### src/rtl/hvadd_axil_regs.sv
// AXI4-Lite register file and command sequencer for the vector adder core.
// Decodes the nine-word register map and hands read/write/add commands to the core.
module hvadd_axil_regs #(
  parameter int ADDR_W = 6,
  parameter int MEM_AW = 32
) (
  input  logic              ACLK,
  input  logic              ARESET,
  input  logic [ADDR_W-1:0] S_AXI_AWADDR,
  input  logic              S_AXI_AWVALID,
  output logic              S_AXI_AWREADY,
  input  logic [31:0]       S_AXI_WDATA,
  input  logic [3:0]        S_AXI_WSTRB,
  input  logic              S_AXI_WVALID,
  output logic              S_AXI_WREADY,
  output logic [1:0]        S_AXI_BRESP,
  output logic              S_AXI_BVALID,
  input  logic              S_AXI_BREADY,
  input  logic [ADDR_W-1:0] S_AXI_ARADDR,
  input  logic              S_AXI_ARVALID,
  output logic              S_AXI_ARREADY,
  output logic [31:0]       S_AXI_RDATA,
  output logic [1:0]        S_AXI_RRESP,
  output logic              S_AXI_RVALID,
  input  logic              S_AXI_RREADY,
  output logic              cmd_valid,
  input  logic              cmd_ready,
  output logic [1:0]        cmd_op,
  output logic [MEM_AW-1:0] cmd_addr,
  output logic [MEM_AW-1:0] cmd_veca,
  output logic [MEM_AW-1:0] cmd_vecb,
  output logic [MEM_AW-1:0] cmd_vecr,
  output logic [MEM_AW-1:0] cmd_len,
  output logic [31:0]       cmd_wdata,
  input  logic              core_done,
  input  logic [31:0]       core_rdata,
  input  logic              mem_busy
);

  localparam logic [ADDR_W-1:0] A_OP    = ADDR_W'(8'h00);
  localparam logic [ADDR_W-1:0] A_ADDR  = ADDR_W'(8'h04);
  localparam logic [ADDR_W-1:0] A_STAT  = ADDR_W'(8'h08);
  localparam logic [ADDR_W-1:0] A_DRD   = ADDR_W'(8'h0C);
  localparam logic [ADDR_W-1:0] A_DWR   = ADDR_W'(8'h10);
  localparam logic [ADDR_W-1:0] A_VECA  = ADDR_W'(8'h14);
  localparam logic [ADDR_W-1:0] A_VECB  = ADDR_W'(8'h18);
  localparam logic [ADDR_W-1:0] A_VECR  = ADDR_W'(8'h1C);
  localparam logic [ADDR_W-1:0] A_LEN   = ADDR_W'(8'h20);
  localparam logic [1:0]        OKAY    = 2'b00;
  localparam logic [1:0]        SLVERR  = 2'b10;

  typedef enum logic [2:0] {S_IDLE, S_STALL, S_ISSUE, S_RUN, S_DONE} state_t;
  state_t state_q, state_d;

  logic              awready_q, wready_q, aw_held_q, w_held_q, bvalid_q;
  logic [1:0]        bresp_q;
  logic [ADDR_W-1:0] awaddr_q;
  logic [31:0]       wdata_q;
  logic [3:0]        wstrb_q;
  logic              arready_q, ar_held_q, rvalid_q;
  logic [1:0]        rresp_q;
  logic [31:0]       rdata_q;
  logic [ADDR_W-1:0] araddr_q;

  logic [1:0]        op_q;
  logic [31:0]       addr_q, dwrite_q, veca_q, vecb_q, vecr_q, len_q, dread_q;
  logic              cmd_valid_q;
  logic [1:0]        cmd_op_q;
  logic [MEM_AW-1:0] cmd_addr_q, cmd_veca_q, cmd_vecb_q, cmd_vecr_q, cmd_len_q;
  logic [31:0]       cmd_wdata_q;

  logic [2:0]        status;
  logic              cfg_open;
  logic              wr_commit, wr_ok, wr_fire, op_start, op_clear;
  logic [31:0]       wr_old, wr_val, rd_val;

  function automatic logic is_mapped(input logic [ADDR_W-1:0] a);
    return (a[1:0] == 2'b00) && (a <= A_LEN);
  endfunction

  function automatic logic [31:0] merge_strb(input logic [31:0] old_v, input logic [31:0] new_v,
                                             input logic [3:0] strb);
    logic [31:0] mask;
    mask = {{8{strb[3]}}, {8{strb[2]}}, {8{strb[1]}}, {8{strb[0]}}};
    return (old_v & ~mask) | (new_v & mask);
  endfunction

  function automatic logic [31:0] reg_rd(input logic [ADDR_W-1:0] a);
    case (a)
      A_OP:    return {30'd0, op_q};
      A_ADDR:  return addr_q;
      A_STAT:  return {29'd0, status};
      A_DRD:   return dread_q;
      A_DWR:   return dwrite_q;
      A_VECA:  return veca_q;
      A_VECB:  return vecb_q;
      A_VECR:  return vecr_q;
      A_LEN:   return len_q;
      default: return 32'd0;
    endcase
  endfunction

  assign wr_commit = aw_held_q & w_held_q & ~bvalid_q;
  assign wr_fire   = wr_commit & wr_ok;

  // Write legality: op writes depend on sequencer state, config only while quiescent
  always_comb begin
    wr_ok    = 1'b0;
    op_start = 1'b0;
    op_clear = 1'b0;
    wr_old   = reg_rd(awaddr_q);
    wr_val   = merge_strb(wr_old, wdata_q, wstrb_q);
    case (awaddr_q)
      A_OP: begin
        if (wr_val == 32'd0) begin
          wr_ok    = (state_q == S_IDLE) || (state_q == S_DONE);
          op_clear = (state_q == S_DONE);
        end else if (wr_val <= 32'd3 && state_q == S_IDLE) begin
          wr_ok    = 1'b1;
          op_start = 1'b1;
        end
      end
      A_ADDR, A_DWR, A_VECA, A_VECB, A_VECR, A_LEN: wr_ok = cfg_open;
      default: wr_ok = 1'b0;
    endcase
  end

  always_ff @(posedge ACLK or posedge ARESET) begin
    if (ARESET) begin
      awready_q <= 1'b0;
      wready_q  <= 1'b0;
      aw_held_q <= 1'b0;
      w_held_q  <= 1'b0;
      bvalid_q  <= 1'b0;
      bresp_q   <= OKAY;
      awaddr_q  <= '0;
      wdata_q   <= '0;
      wstrb_q   <= '0;
    end else begin
      if (awready_q) begin
        if (S_AXI_AWVALID) begin
          awready_q <= 1'b0;
          aw_held_q <= 1'b1;
          awaddr_q  <= S_AXI_AWADDR;
        end
      end else if (!aw_held_q && !bvalid_q) begin
        awready_q <= 1'b1;
      end
      if (wready_q) begin
        if (S_AXI_WVALID) begin
          wready_q <= 1'b0;
          w_held_q <= 1'b1;
          wdata_q  <= S_AXI_WDATA;
          wstrb_q  <= S_AXI_WSTRB;
        end
      end else if (!w_held_q && !bvalid_q) begin
        wready_q <= 1'b1;
      end
      if (wr_commit) begin
        bvalid_q <= 1'b1;
        bresp_q  <= wr_ok ? OKAY : SLVERR;
      end else if (bvalid_q && S_AXI_BREADY) begin
        bvalid_q  <= 1'b0;
        aw_held_q <= 1'b0;
        w_held_q  <= 1'b0;
      end
    end
  end

  always_comb rd_val = reg_rd(araddr_q);

  always_ff @(posedge ACLK or posedge ARESET) begin
    if (ARESET) begin
      arready_q <= 1'b0;
      ar_held_q <= 1'b0;
      rvalid_q  <= 1'b0;
      rresp_q   <= OKAY;
      rdata_q   <= '0;
      araddr_q  <= '0;
    end else begin
      if (arready_q) begin
        if (S_AXI_ARVALID) begin
          arready_q <= 1'b0;
          ar_held_q <= 1'b1;
          araddr_q  <= S_AXI_ARADDR;
        end
      end else if (!ar_held_q && !rvalid_q) begin
        arready_q <= 1'b1;
      end
      if (ar_held_q && !rvalid_q) begin
        rvalid_q  <= 1'b1;
        ar_held_q <= 1'b0;
        rdata_q   <= is_mapped(araddr_q) ? rd_val : 32'd0;
        rresp_q   <= is_mapped(araddr_q) ? OKAY : SLVERR;
      end else if (rvalid_q && S_AXI_RREADY) begin
        rvalid_q <= 1'b0;
      end
    end
  end

  always_ff @(posedge ACLK or posedge ARESET) begin
    if (ARESET) begin
      op_q     <= '0;
      addr_q   <= '0;
      dwrite_q <= '0;
      veca_q   <= '0;
      vecb_q   <= '0;
      vecr_q   <= '0;
      len_q    <= '0;
      dread_q  <= '0;
    end else begin
      if (wr_fire) begin
        case (awaddr_q)
          A_OP:    op_q     <= wr_val[1:0];
          A_ADDR:  addr_q   <= wr_val;
          A_DWR:   dwrite_q <= wr_val;
          A_VECA:  veca_q   <= wr_val;
          A_VECB:  vecb_q   <= wr_val;
          A_VECR:  vecr_q   <= wr_val;
          A_LEN:   len_q    <= wr_val;
          default: ;
        endcase
      end
      if (state_q == S_RUN && core_done && op_q == 2'd1) dread_q <= core_rdata;
    end
  end

  // Payload is latched on the first ISSUE cycle and held until the next ISSUE
  always_ff @(posedge ACLK or posedge ARESET) begin
    if (ARESET) begin
      cmd_valid_q <= 1'b0;
      cmd_op_q    <= '0;
      cmd_addr_q  <= '0;
      cmd_veca_q  <= '0;
      cmd_vecb_q  <= '0;
      cmd_vecr_q  <= '0;
      cmd_len_q   <= '0;
      cmd_wdata_q <= '0;
    end else if (state_q == S_ISSUE) begin
      if (!cmd_valid_q) begin
        cmd_valid_q <= 1'b1;
        cmd_op_q    <= op_q;
        cmd_addr_q  <= MEM_AW'(addr_q);
        cmd_veca_q  <= MEM_AW'(veca_q);
        cmd_vecb_q  <= MEM_AW'(vecb_q);
        cmd_vecr_q  <= MEM_AW'(vecr_q);
        cmd_len_q   <= MEM_AW'(len_q);
        cmd_wdata_q <= dwrite_q;
      end else if (cmd_ready) begin
        cmd_valid_q <= 1'b0;
      end
    end
  end

  always_ff @(posedge ACLK or posedge ARESET) begin
    if (ARESET) state_q <= S_IDLE;
    else        state_q <= state_d;
  end

  always_comb begin
    state_d = state_q;
    case (state_q)
      S_IDLE:  if (wr_fire && op_start) state_d = mem_busy ? S_STALL : S_ISSUE;
      S_STALL: if (!mem_busy) state_d = S_ISSUE;
      S_ISSUE: if (cmd_valid_q && cmd_ready) state_d = S_RUN;
      S_RUN:   if (core_done) state_d = S_DONE;
      S_DONE:  if (wr_fire && op_clear) state_d = S_IDLE;
      default: state_d = S_IDLE;
    endcase
  end

  always_comb begin
    status   = 3'd0;
    cfg_open = 1'b0;
    case (state_q)
      S_IDLE:         cfg_open = 1'b1;
      S_STALL:        status   = 3'd2;
      S_ISSUE, S_RUN: status   = {1'b0, op_q} + 3'd2;
      S_DONE: begin
        status   = 3'd1;
        cfg_open = 1'b1;
      end
      default:        status   = 3'd0;
    endcase
  end

  assign S_AXI_AWREADY = awready_q;
  assign S_AXI_WREADY  = wready_q;
  assign S_AXI_BVALID  = bvalid_q;
  assign S_AXI_BRESP   = bresp_q;
  assign S_AXI_ARREADY = arready_q;
  assign S_AXI_RVALID  = rvalid_q;
  assign S_AXI_RDATA   = rdata_q;
  assign S_AXI_RRESP   = rresp_q;
  assign cmd_valid     = cmd_valid_q;
  assign cmd_op        = cmd_op_q;
  assign cmd_addr      = cmd_addr_q;
  assign cmd_veca      = cmd_veca_q;
  assign cmd_vecb      = cmd_vecb_q;
  assign cmd_vecr      = cmd_vecr_q;
  assign cmd_len       = cmd_len_q;
  assign cmd_wdata     = cmd_wdata_q;

endmodule

### config.mk
export PLATFORM = sky130hd
export DESIGN_NAME = hvadd_axil_regs
export DESIGN_NICKNAME = d
export VERILOG_FILES = /design/src/rtl/hvadd_axil_regs.sv
export SDC_FILE = /design/constraint.sdc
export NUM_CORES = 1
export LEC_CHECK = 0
export ABC_AREA = 0
export CORE_AREA = 5 5 329 170
export DETAILED_ROUTE_END_ITERATION = 10
export DIE_AREA = 0 0 334 175
export GPL_TIMING_DRIVEN = 1
export HOLD_SLACK_MARGIN = 0.03
export MAX_ROUTING_LAYER = met4
export PLACE_DENSITY = 0.64
export SETUP_SLACK_MARGIN = 0.15
export SYNTH_ARGS = -nofsm -noshare
export SYNTH_HDL_FRONTEND = slang
export SYNTH_SLANG_ARGS = --single-unit
### constraint.sdc
create_clock -name ACLK -period 20.7 [get_ports ACLK]
set_input_delay 4.14 -clock ACLK [delete_from_list [all_inputs] [get_ports ACLK]]
set_output_delay 4.14 -clock ACLK [all_outputs]
set_load 0.005 [all_outputs]
======== After elaboration in Yosys (flattened, before gate mapping) ========
Index checks and enable logic that the tools add are counted.
operators by class
  bitwise logic cells ..................... 9
  order comparisons ....................... 2
  mux-type cells .......................... 47
  equality and inequality tests ........... 26
  reduce and logical (&&, ||, !) cells .... 44
  add/sub/neg operators ................... 1
operators by type and width
  operator               number
  $pmux W32 S9           2
  $and A32 B32 Y32       2
  $eq A6 B5 Y1 const B   8
  $mux W1                33
  $le A32 B2 Y1 const B  1
  $logic_not A32 Y1      1
  $mux W32               1
  $not A32 Y32           1
  $or A32 B32 Y32        1
  $eq A6 B4 Y1 const B   4
  $reduce_and A2 Y1      12
  $mux W3                5
  $pmux W3 S5            1
  $logic_and A1 B1 Y1    13
  $eq A6 B3 Y1 const B   2
  $eq A6 B6 Y1 const B   2
  $logic_not A6 Y1       2
  $pmux W3 S3            1
  $reduce_bool A2 Y1     4
  $eq A3 B2 Y1 const B   2
  $le A6 B6 Y1 const B   1
  $mux W2                3
  $ne A2 B1 Y1 const B   3
  $reduce_or A6 Y1       1
  other kinds (14)       23
word-level totals
  bits of input ports ..................... 90
  bits in registers ....................... 516
  logic and storage cells ................. 161
  output and inout bits ................... 236

======== Depth between registers and ports, before layout ========
Gate-level depths: netlist of run 1.
  word-level depth ........................ 15
  depth in mapped cells ................... 13
  depth with buffers taken out ............ 8

======== Least setup slack after synthesis of run 1 ========
OpenSTA, ideal clock, no wires.
  path kind ............................... input -> register
  from .................................... in core_done
  to ...................................... reg dread_q[0]
  data required time ...................... 20.575 ns
  stages .................................. 4
  buffers on the path ..................... 1
  library setup time ...................... 0.125 ns
  arrival ................................. 5.296 ns
  slack ................................... 15.279 ns
  cells stage by stage .................... nand2_1 -> nor3_1 -> clkbuf_1 -> mux2_2
on the way
  cells in the longest elaborated chain, start to end .. 2
RTL lines
  item                              line  source
  start, declared                   35    input logic core_done,
  $logic_and A1 B1 Y1 (2 in a row)  224   if (state_q == S_RUN && core_done && op_q == 2'd1) dread_q <= core_rdata;
  end signal, assigned              224
  end, declared                     66    logic [31:0] addr_q, dwrite_q, veca_q, vecb_q, vecr_q, len_q, dread_q;
No other way between the ends.
A chain may end at the register's enable or synchronous reset.

==> flow_summary.yaml, run 1 <==
floorplanning:
  chipWidth_um: 334
  fp-row-count: 60
  start_util_pct: 42.3
  io-pin-count: 326
  core_mm2: 0.0529
  design.die.area_mm2: 0.0585
  fp.dieH_um: 175
placed_design:
  io_buffers: 323
  hpwl_um: 50800
  place_area_mm2: 0.0263
  dp_cells: 2764
  gp_routability_congestion: 0.868
timing:
  setup_tns_ns: 0
  tightest_slew_ns: 1.28
  slew_headroom_pct: 14.7
  fin_crit_sh_pct: 37.8
  finalCriticalPeriod_ns: 7.82
  skew_ns: 0.0138
  hold_ws_ns: 0.499
  rsz0062_at_grt: "no"
  setup_viol: 0
  max_freq_mhz: 128
  hold_viol: 0
  final_max_slew_viol_count: 0
min_path:
  hold_depth: 1
  hold_path.class: "reg2reg"
power:
  ir_drop_mv: 0.0549
  swShare_pct: 33.1
  p_leak_nw: 12.4
  internal_power_mw: 1.79
  power-per-cell-area_mw_per_mm2: 95.6
  comb_power_share_pct: 21.7
  clkPwrFrac_pct: 33.9
  p_sw_uw: 885
  pwr-share-seq_pct: 44.4
setup_path:
  critPathKind: "in2async"
  start_kind: "input port"
  cp.required_ns: 21.34
  r2r_cells: 10
  path_max_fanout: 109
  worstPathArrival_ns: 8.46
  crit_path_end_kind: "async pin"
clocking:
  htreeDepth: 2
  clock_latency_ns: 0.58
  cts_tree: "done"
  ctsResizeCount: 0
  clkSinkCount: 514
  cts_root_buf: "clkbuf_16"
  cts_made_buffers: 47
  clkTransAtPathRegs_ns: 0.06
  clock_tree.buffer_depth: 3
  postCtsSetupBuffers: 0
  ctsHoldBuffers: 0
route:
  route.vias.total: 17041
  drtIter0Drc: 2220
  wl_um: 77700
  drt_first_pass_iters: 8
  via_per_inst: 5.98
  wl_per_cell_um: 27.3
  drc: 0
  final_antenna_net_count: 0
logic_synthesis:
  syn_area_mm2: 0.0224
  synth_area_leaders: "dfrtp_1, mux2_2, o21ai_0"
  ys.flop_type: "dfrtp_1"
  synthTopCellsByCount: "dfrtp_1, mux2_2, nand2_1, o21ai_0, clkbuf_1"
  synth_edf_count: 0
  yosysTopAreaCellShare_pct: 57.5
  async_flop_share_pct: 100
  yosysWarnings: 0
  yosysMostFrequentCell: "dfrtp_1"
  synth-seq-area-share_pct: 57.5
  synthCells: 1818
  yosysUniqueCellTypes: 64
  synth_seq_cells: 514
  avgSynthCellArea_um2: 12.3
  yosys.area.top_type: "dfrtp_1"
layout:
  antennaDiodeCount: 0
  fin_cells: 2849
  nNetsFinal: 2190
  final_layout_size_suffix_gt1_share_pct: 23.1
  area_growth_pct: 24.8
  final_cell_area_mm2: 0.0279
global_route:
  antenna_found_initial: 2
  grt_start_max_net_pins: 110
  grt_use_total_pct: 26.8
  grt_pass1_wl_um: 115000
  overflow: 0
  grt_pass1_vias: 17201
job:
  drv_cap: 0
outcome:
  status: "completed"
-- path summary, 6_finish.rpt --
kind | from | endpoint | slack, ns
setup / recovery | ARESET | cmd_wdata[30] | 12.88
hold / removal | S_AXI_ARREADY | S_AXI_ARREADY | 0.50
setup reg to reg | awaddr_q[2] | S_AXI_BRESP[1] | 16.11
hold reg to reg | S_AXI_ARREADY | S_AXI_ARREADY | 0.50
max in group ACLK | cmd_veca[19] | cmd_veca[19] | 14.96
min in group asynchronous | ARESET | cmd_veca[17] | 4.08
-- power groups by stage --
stage | Clock, mW | Combinational [mW] | Sequential (mW)
after floorplan | 0 | 0.372 | 1.14
after global placement | 0 | 0.557 | 1.20
after detailed placement | 0 | 0.568 | 1.20
after CTS | 0.921 | 0.570 | 1.18
after global routing | 0.962 | 0.609 | 1.20
final | 0.906 | 0.579 | 1.19
-- critical path, stage by stage --
cell and delay (ns):
clkdlybuf4s50_1 0.50, inv_8 0.53, buf_4 0.77, buf_4 0.75, buf_4 0.88, buf_4 0.70
-- routing by layer --
layer / vias to the layer above / part of all wire [%] / track usage [%]
met1: 8733 / 45 / 38.7
met3: 137 / 9.4 / 5.89
met5: - / 0 / -
met4: 0 / 2.1 / 5.56
li1: 7279 / - / -
met2: 892 / 44 / 39.0
-- placed cells by master, fill, tap and decap left out, types with 39 or more instances in the layout --
master           Yosys  final
a22o_1              39     39
a22oi_1             76     76
buf_4                3     45
clkbuf_16            0     49
clkdlybuf4s50_1      0    323
dfrtp_1            514    512
mux2_2             323    323
nand2_1            232    228
nand3_1             43     40
o21ai_0            174    174
-- kinds of logic (layout without fill, tap and decap cells) --
family	count (synthesis)	in the layout	synth area share, %
AO/OA/AOI/OAI	427	427	13.2
buffers and inverters	144	461	2.83
flip-flops	514	514	57.5
multiplexers	363	363	19.1
other	1	2	0.0168
AND/OR/NAND/NOR	369	369	7.37
-- final cells by class --
cell class | count | area [um2]
fill | 4468 | 24900
sequential | 514 | 12900
multi-input combinational | 1161 | 8980
timing repair buffer | 368 | 3570
clock buffer | 66 | 1400
tap | 713 | 892
clock inverter | 19 | 179
inverter | 8 | 37.5
-- per-stage QoR --
stage	utilization, %	setup slack, ns	total power [mW]
2_1_floorplan	-	2.20	1.51
3_3_place_gp	49.8	12.21	1.75
3_5_place_dp	49.8	12.08	1.77
4_1_cts	52.8	12.73	2.67
5_1_grt	52.8	12.20	2.77
6_report	52.8	12.88	2.67
No activity file was read; power rests on OpenSTA's default activity.
==> inputs of run 2 (changes only) <==
Settings changed: PLACE_DENSITY 0.64 to 0.67.
Clock period 20.7 ns to 6.7 ns, I/O delays scaled along.
==> flow_summary.yaml, run 2 (same netlist as run 1, synthesis figures left out) <==
outcome:
  status: "completed"
route:
  route.vias.total: 16983
  wl_um: 76600
  drtIter0Drc: 2066
  drc: 0
  drt_first_pass_iters: 9
  final_antenna_net_count: 0
  via_per_inst: 6.01
  wl_per_cell_um: 27.1
power:
  ir_drop_mv: 0.190
  swShare_pct: 32.9
  internal_power_mw: 5.43
  comb_power_share_pct: 19.8
  p_leak_nw: 12.3
  clkPwrFrac_pct: 33.9
  p_sw_mw: 2.66
  pwr-share-seq_pct: 46.3
  power-per-cell-area_mw_per_mm2: 292
clocking:
  clkTransAtPathRegs_ns: 0.07
  cts_made_buffers: 46
  cts_root_buf: "clkbuf_16"
  ctsHoldBuffers: 0
  htreeDepth: 2
  clock_latency_ns: 0.60
  clkSinkCount: 514
  cts_tree: "done"
  postCtsSetupBuffers: 0
  ctsResizeCount: 0
  clock_tree.buffer_depth: 3
timing:
  hold_viol: 0
  final_max_slew_viol_count: 0
  max_freq_mhz: 229
  slew_headroom_pct: 14.6
  skew_ns: 0.0278
  finalCriticalPeriod_ns: 4.37
  tightest_slew_ns: 1.28
  setup_viol: 0
  rsz0062_at_grt: "no"
  fin_crit_sh_pct: 65.3
  layout_setup_ws_ns: 2.33
floorplanning:
  start_util_pct: 42.3
  fp-row-count: 60
  core_mm2: 0.0529
  design.die.area_mm2: 0.0585
  io-pin-count: 326
  chipWidth_um: 334
  fp.dieH_um: 175
placed_design:
  io_buffers: 323
  gp_routability_congestion: 0.938
  pre_cts_slack_ns: 2.45
  hpwl_um: 51500
  place_area_mm2: 0.0262
global_route:
  grt_use_total_pct: 26.2
  overflow: 0
  grt_start_max_net_pins: 176
  grt_pass1_wl_um: 114000
  grt_pass1_vias: 16995
  antenna_found_initial: 0
min_path:
  hold_path.class: "reg2reg"
setup_path:
  path_max_fanout: 24
  start_kind: "register"
  crit_path_end_kind: "register"
  cp.required_ns: 7.19
  worstPathArrival_ns: 4.86
  critPathKind: "reg2reg"
layout:
  antennaDiodeCount: 0
  multi_input_area_mm2: 0.00898
  final_layout_size_suffix_gt1_share_pct: 21.9
  layout_commonest_cell: "dfrtp_1"
  fillCellCount: 4535
  postLayoutCoreUtil_pct: 52.5
  nNetsFinal: 2169
  seq_area_mm2: 0.0129
  final_cell_mix: "dfrtp_1, mux2_2, clkdlybuf4s50_1"
  area_growth_pct: 24.0
  final_cell_area_mm2: 0.0277
job:
  drv_cap: 0
==> run 2: area by class of cell <==
| cell class | instances | share of cell area, % |
|---|---|---|
| Clock buffer | 68 | 4.77 |
| Clock inverter | 13 | 0.677 |
| Inverter | 8 | 0.122 |
| Tap cell | 713 | 3.22 |
| Multi-Input combinational cell | 1161 | 32.4 |
| Sequential cell | 514 | 46.4 |
| Timing Repair Buffer | 348 | 12.5 |
==> run 2: final timing paths <==
kind	end	depth (start not counted)	slack [ns]	startpoint
min in group asynchronous	cmd_veca[18]	2	1.09	ARESET
hold reg to reg	cmd_len[16]	1	0.50	cmd_len[16]
setup reg to reg	op_q[0]	9	2.33	awaddr_q[4]
setup / recovery	op_q[0]	9	2.33	awaddr_q[4]
max in group asynchronous	cmd_addr[29]	3	4.26	ARESET
hold / removal	cmd_len[16]	1	0.50	cmd_len[16]
==> run 2: per-layer routing <==
layer | track usage, % | part of all wire, %
met1 | 38.3 | 45
met2 | 37.8 | 43
met3 | 6.05 | 9.9
met4 | 4.84 | 1.7
met5 | - | 0
==> run 2: power by group through the flow <==
| stage | Sequential, mW | Clock (mW) | Combinational [mW] |
|---|---|---|---|
| floorplan | 3.51 | 0 | 1.15 |
| global placement | 3.78 | 0 | 1.53 |
| detailed placement | 3.79 | 0 | 1.57 |
| CTS | 3.74 | 2.78 | 1.58 |
| global route | 3.77 | 2.92 | 1.70 |
| finish | 3.75 | 2.75 | 1.61 |
==> run 2: through the flow <==
step | std cells | TNS (ns) | hold WS, ns | total power [mW]
2_1_floorplan | 1819 | -832.84 | 0.470 | 4.67
3_3_place_gp | 2744 | 0 | 0.482 | 5.31
3_5_place_dp | 2744 | 0 | 0.493 | 5.36
4_1_cts | 2825 | 0 | 0.508 | 8.10
5_1_grt | 2825 | 0 | 0.519 | 8.39
6_report | 2825 | 0 | 0.505 | 8.10
==> run 2: critical path, stage by stage, from the launching register on <==
cell	delay, ns
dfrtp_1	0.81
nor4b_4	1.01
buf_4	0.49
and2_1	0.44
a22oi_1	0.16
a32oi_1	0.58
nand4bb_1	0.21
or4_1	0.22
nor4_1	0.11
o22a_1	0.22
